$ cat config.mk
export PLATFORM = sky130hd
export DESIGN_NAME = instr_fetch
export DESIGN_NICKNAME = d
export VERILOG_FILES = /design/src/rtl/instr_fetch.sv
export SDC_FILE = /design/constraint.sdc
export NUM_CORES = 1
export LEC_CHECK = 0
export BUFFER_PORTS_ARGS = -buffer_cell sky130_fd_sc_hd__buf_2
export CORE_UTILIZATION = 53
export CTS_CLUSTER_DIAMETER = 120
export CTS_CLUSTER_SIZE = 24
export DETAILED_ROUTE_END_ITERATION = 10
export PLACE_DENSITY = 0.91
export SLEW_MARGIN = 10
export SYNTH_ARGS = -nofsm -noshare
export SYNTH_HDL_FRONTEND = slang
export SYNTH_SLANG_ARGS = --single-unit
$ cat constraint.sdc
create_clock -name clk_i -period 4.3 [get_ports clk_i]
set_input_delay 0.43 -clock clk_i [delete_from_list [all_inputs] [get_ports clk_i]]
set_output_delay 0.43 -clock clk_i [all_outputs]
set_load 0.02 [all_outputs]
$ cat src/rtl/instr_fetch.sv
// instr_fetch: instruction fetch stage for the single-cycle RISC-V core.
// Holds the PC and issues word reads to instruction memory over a req/ready
// plus rvalid handshake. Each fetched word is presented with its opcode until
// it is consumed or a redirect arrives. It flags unsupported opcodes, and a
// misaligned redirect target locks the stage in a fault state until reset.
//
// Ports:
//   clk_i, rst_i           clock, synchronous active-high reset
//   imem_req_o/addr_o      read request and word address (always the PC)
//   imem_ready_i           memory accepts the request this cycle
//   imem_rvalid_i/rdata_i  read response
//   instr_valid_o          instr_o/opcode_o/pc_out_o hold a fetched word
//   instr_ack_i            consumer takes the presented instruction
//   redirect_i/pc_i        branch/jump redirect and its target
//   illegal_op_o           presented opcode is not supported by the decoder
//   fetch_fault_o          sticky: misaligned redirect seen
//   fetch_count_o          instructions consumed, wraps mod 2^32
module instr_fetch #(
  parameter logic [31:0] RESET_PC = 32'h0000_0000
) (
  input  logic        clk_i,
  input  logic        rst_i,
  output logic        imem_req_o,
  output logic [31:0] imem_addr_o,
  input  logic        imem_ready_i,
  input  logic        imem_rvalid_i,
  input  logic [31:0] imem_rdata_i,
  output logic        instr_valid_o,
  output logic [31:0] instr_o,
  output logic [6:0]  opcode_o,
  output logic [31:0] pc_out_o,
  input  logic        instr_ack_i,
  input  logic        redirect_i,
  input  logic [31:0] redirect_pc_i,
  output logic        illegal_op_o,
  output logic        fetch_fault_o,
  output logic [31:0] fetch_count_o
);

  localparam int unsigned XLEN = 32;
  localparam int unsigned OPW  = 7;

  typedef enum logic [1:0] {
    S_REQ   = 2'd0,
    S_WAIT  = 2'd1,
    S_HOLD  = 2'd2,
    S_FAULT = 2'd3
  } state_e;

  state_e          state_q, state_d;
  logic [XLEN-1:0] pc_q, pc_d;
  logic [XLEN-1:0] instr_q, instr_d;
  logic [XLEN-1:0] fetch_count_q, fetch_count_d;
  logic            discard_q, discard_d;
  logic            fault_q, fault_d;
  logic            misaligned;
  logic            op_supported;

  assign misaligned = redirect_i && (redirect_pc_i[1:0] != 2'b00);

  // State register
  always_ff @(posedge clk_i) begin
    if (rst_i) begin
      state_q       <= S_REQ;
      pc_q          <= RESET_PC;
      instr_q       <= '0;
      fetch_count_q <= '0;
      discard_q     <= 1'b0;
      fault_q       <= 1'b0;
    end else begin
      state_q       <= state_d;
      pc_q          <= pc_d;
      instr_q       <= instr_d;
      fetch_count_q <= fetch_count_d;
      discard_q     <= discard_d;
      fault_q       <= fault_d;
    end
  end

  // Next-state and handshake outputs
  always_comb begin
    state_d       = state_q;
    pc_d          = pc_q;
    instr_d       = instr_q;
    fetch_count_d = fetch_count_q;
    discard_d     = discard_q;
    fault_d       = fault_q;
    imem_req_o    = 1'b0;
    instr_valid_o = 1'b0;

    unique case (state_q)
      S_REQ: begin
        // A redirect this cycle would make the current address stale.
        imem_req_o = !redirect_i;
        if (misaligned) begin
          state_d = S_FAULT;
          fault_d = 1'b1;
        end else if (redirect_i) begin
          pc_d = redirect_pc_i;
        end else if (imem_ready_i) begin
          state_d = S_WAIT;
        end
      end
      S_WAIT: begin
        if (misaligned) begin
          state_d = S_FAULT;
          fault_d = 1'b1;
        end else begin
          if (redirect_i) begin
            discard_d = 1'b1;
            pc_d      = redirect_pc_i;
          end
          // The in-flight response belongs to an abandoned PC once redirected.
          if (imem_rvalid_i) begin
            if (discard_q || redirect_i) begin
              discard_d = 1'b0;
              state_d   = S_REQ;
            end else begin
              instr_d = imem_rdata_i;
              state_d = S_HOLD;
            end
          end
        end
      end
      S_HOLD: begin
        instr_valid_o = 1'b1;
        if (misaligned) begin
          state_d = S_FAULT;
          fault_d = 1'b1;
        end else if (redirect_i) begin
          pc_d    = redirect_pc_i;
          state_d = S_REQ;
        end else if (instr_ack_i) begin
          pc_d          = pc_q + XLEN'(4);
          fetch_count_d = fetch_count_q + XLEN'(1);
          state_d       = S_REQ;
        end
      end
      S_FAULT: begin
        // Parked until reset; responses and redirects are ignored.
      end
    endcase

    if (rst_i) imem_req_o = 1'b0;
  end

  // Opcodes the main control decoder handles
  always_comb begin
    case (opcode_o)
      7'b0110011, 7'b0000011, 7'b0100011, 7'b1100011,
      7'b0010011, 7'b1100111, 7'b1101111: op_supported = 1'b1;
      default:                            op_supported = 1'b0;
    endcase
  end

  assign imem_addr_o   = pc_q;
  assign instr_o       = instr_q;
  assign opcode_o      = instr_q[OPW-1:0];
  assign pc_out_o      = pc_q;
  assign illegal_op_o  = instr_valid_o && !op_supported;
  assign fetch_fault_o = fault_q;
  assign fetch_count_o = fetch_count_q;

endmodule

# --- After elaboration in Yosys (flattened, before gate mapping) ---
# Index checks and enable logic that the tools add are counted.
# Widths: inputs -> output; s select.
word_totals:
  reg_bits: 100
  wordCells: 69
op_classes:
  n_addsub: 2
  n_eq_ne: 17
  n_mux: 23
  n_bitwise: 3
  reduce_logical: 18
op_table:
  columns: ["cell", "n"]
  rows:
  - ["$mux 32", 5]
  - ["$pmux 32 s2", 1]
  - ["$add 32x1->32 const B", 1]
  - ["$add 32x3->32 const B", 1]
  - ["$eq 7x7->1 const B", 3]
  - ["$mux 2", 9]
  - ["$eq 7x6->1 const B", 2]
  - ["$ne 3x3->1 const B", 4]
  - ["$reduce_and 5->1", 2]
  - ["$reduce_and 4->1", 2]
  - ["$eq 7x2->1 const B", 1]
  - ["$eq 7x5->1 const B", 1]
  - ["$mux 1", 7]
  - ["$reduce_or 7->1", 1]
  - ["$pmux 2 s3", 1]
  - ["$ne 2x2->1 const B", 2]
  - ["$ne 4x4->1 const B", 1]
  - ["$reduce_and 2->1", 2]
  - ["$reduce_bool 2->1", 2]
  - ["$not 1->1", 3]
  - ["$reduce_bool 3->1", 1]
  - ["$reduce_or 3->1", 1]
  - ["$eq 2x1->1 const B", 1]
  - ["$eq 2x2->1 const B", 1]
  - ["other kinds (6)", 8]

# --- Logic depth before layout (Yosys ltp) ---
depth:
  word_depth: 5
  depth_mapped: 10
  mapped_depth_nobuf: 7

# --- Least setup slack after synthesis ---
# Ideal clock, no wire load.
synth_path:
  path_kind: "flip-flop to flip-flop"
  start: "reg state_q[1]"
  end: "reg pc_q[31], in the netlist imem_addr_o[31]"
  arrival_time_ns: 2.169
  required_ns: 4.221
  path_slack_ns: 2.052
  stages_incl_launch_ff: 9
  n_path_buf: 2
  period_less_slack_ns: 2.248
  cell_sequence: "dfxtp_1 > inv_1 > ha_1 > buf_6 > or3_4 > or3_1 > buf_2 > or4_1 > o211ai_1"
synth_between:
  elab_chain_len: 4
  elab_cells_between_ends: 11
  cone_classes: "eq/ne (6); mux (1); reduce/logical (4)"
synth_rtl:
  columns: ["element", "line", "text"]
  rows:
  - ["start, declared", "50", "state_e state_q, state_d;"]
  - ["start signal, assigned", "71", "state_q <= state_d;"]
  - ["$eq 2x1->1 / $logic_not 2->1 (equally long branches)", "91", "unique case (state_q)"]
  - ["$reduce_or 2->1 (no line)", null, null]
  - ["$ne 2x2->1 (no line) (tied with other cells)", null, null]
  - ["$reduce_and 5->1 (no line)", null, null]
  - ["end signal, assigned", "72", "pc_q <= pc_d;"]
  - ["end, declared", "51", "logic [XLEN-1:0] pc_q, pc_d;"]
# Several ways; a longest one is shown, not always the timed one.
# A chain may end at the register's enable or synchronous reset.

# --- Worst setup path in the final report ---
layout_path:
  start: "reg state_q[1]"
  end: "reg pc_q[14], in the netlist imem_addr_o[14]"
# Same word-level chain as after synthesis.

==> metrics.txt <==
max-slew violations 0; Avg WL per Cell 14.4 um; Hold Crit Depth 3; RR Endpoint imem_addr_o[14]; Avg Inst Size Synth 7.87 um2; Final ANT Viol Nets 0; H-tree Lvls 3; top-count cell post-synth nand2_1; clock latency on the worst-skew pair 0.35 ns; Leak 2.76 nW; CTS max path bufs 2; initial detailed-routing violation count 288; Post-synth EDFFs 0; root buffer cell clkbuf_8; post-CTS setup buffers 0; CTS tree done; largest net degree at the start of global routing 69; syn nets 745; antenna cell count 0; ys flop type dfxtp_1; Setup WS post-layout 1.30 ns; worst hold path type input pin to flip-flop; final period utilization 69.8%; Worst slew margin 25.2%; hold_ws 0.304 ns; status completed; PwrDens 488 nW/um2; NetSw 1.22 mW; gp weighted congestion 0.856; CTS Buf Count 9; Post-synth top cells 101 x nand2_1, 100 x dfxtp_1, 62 x nor2_1; area of the die 10300 um2; post-synthesis register bit count 100; initial antenna violation count 0; synth warn 0; # rows 36; Ports 209; Combinational Power Share 36.2%; worst reg-to-reg setup slack 1.30 ns; final setup vio count 0; unrepaired setup endpoints after global routing no; WP data arrival 3.24 ns; placed inst area 6050 um2; Synth cell types 62; Startpoint Class flip-flop; cell-internal power 1.86 mW; share of cells above drive strength 1 29.1%; Chip Width 102 um; vias in the first global route 4638; Peak VDD IR 0.000251 V; Final min period 3.00 ns; WS Path Type flip-flop to flip-flop; area grow syn2layout 19.6%; GRT Residual Overflow 0; die height 102 um; worst r2r src state_q[1]; Pwr Total 3.07 mW; IO Port Bufs 208; fill count 853; hold path startpoint imem_rdata_i[5]; Finished Core Util 65.0%; Fmax achieved 333 MHz; Initial Util 54.4%; CP Data Required Time 4.54 ns; TNS Setup 0 ns; pre-CTS WS 1.35 ns; GR Util All Layers 26.1%; # DRC 0; post-synthesis sequential area ratio 38.0%; final hold vios 0; sequential share of power 40.1%; post-cts sizing count 0; dpl hpwl 9680 um; Inst Count DP 935; Crit. End Element flip-flop; Mapped Cells 669; DRT Wirelength 13700 um; clock sink total 100; worst path cell trace inv_1 > ha_1 > or3_4 > a21oi_2 > buf_4 > or2_1 > o21ai_0 > a32o_1; Tightest Pin Transition 1.12 ns; Worst-path clk slew 0.10 ns; DRT Pass-1 Iters 5; Net Sw Frac 39.6%; core footprint 9680 um2; top-area cell type share of the netlist area 38.0%; biggest area consumer among synthesized cells dfxtp_1; CP max-delay cell or2_1; Via Count 5334; Area contributors post-synth dfxtp_1 38%, nand2_1 7.2%, buf_4 6.0%, a21oi_1 4.8%, nor2_1 4.4%; clk_skew 0.0126 ns; Worst path max stage delay 0.78 ns; fin cells 950; Crit. Startpoint state_q[1]; Synth async-reset ratio 0%; CP max FO 27; routed vias/inst 5.61; Post-Syn Area 5260 um2; Max-cap violations 0; first-pass GRT wire length 21800 um; Hold Path End instr_o[5]; Nets 889; Design Area, Final 6290 um2; Clock power frac 23.7%; path depth of the worst reg2reg path 8; Post-CTS Hold Buffers 0
worst max path at each step:
stage | to
after floorplan | imem_addr_o[31]
after global placement | imem_addr_o[15]
after detailed placement | imem_addr_o[14]
final | imem_addr_o[14]
after global routing | imem_addr_o[11]
after CTS | imem_addr_o[14]
critical path: cells and delay by family, from the launching register on:
family,cells,cell delay (ns)
AND/OR/NAND/NOR,2,1.22
AO/OA/AOI/OAI,3,0.62
flip-flops,1,0.42
buffers and inverters,2,0.32
adder cells (fa/ha/maj),1,0.30
power groups by stage:
stage,clock network [mW],logic (mW),registers [mW]
5_1_grt,0.783,1.22,1.26
4_1_cts,0.742,1.11,1.23
2_1_floorplan,0,0.783,1.35
3_3_place_gp,0,1.09,1.24
6_report,0.728,1.11,1.23
3_5_place_dp,0,1.11,1.25
area by class of cell:
| cell class | count | area [um2] | area share [%] |
|---|---|---|---|
| multi-input cells | 478 | 2760 | 43.8 |
| repair buffers | 213 | 1080 | 17.2 |
| inverters | 11 | 41.3 | 0.656 |
| clock inverters | 5 | 108 | 1.71 |
| flip-flops and latches | 100 | 2000 | 31.8 |
| clock buffers | 10 | 138 | 2.19 |
| well taps | 133 | 166 | 2.64 |
registers in the layout, indices dropped and copies added, names as in the netlist:
name / cells
discard_q: 1
instr_o: 32
fetch_fault_o: 1
fetch_count_o: 32
state_q: 2
imem_addr_o: 32
layer usage:
metal | track usage (%) | share of wire (%) | vias to the layer above
met5 | 0 | 0 | -
met1 | 33.2 | 43 | 2475
met3 | 6.83 | 8.4 | 15
met4 | 7.36 | 1.3 | 0
li1 | - | - | 2611
met2 | 43.6 | 47 | 233
cell families after synthesis:
logic type | Yosys count | share of synthesized area [%]
fa+ha+maj | 6 | 1.43
buf+inv | 91 | 9.75
mux | 3 | 0.594
simple gates | 304 | 28.6
xor+xnor | 30 | 4.99
flops | 100 | 38.0
compound gates | 135 | 16.6
placed cells by master (no fill, tap or decap), types with 12 or more instances in the layout:
master   count
a31oi_1     12
nand2_1    101
nor2_1      62
nand3_1     29
nor3_1      16
buf_2      207
xnor2_1     13
a21oi_1     51
nor3b_1     12
o21ai_0     18
dfxtp_1    100
nand4_1     25
xor2_1      17
Note: power is estimated with default switching activity, not from simulation.
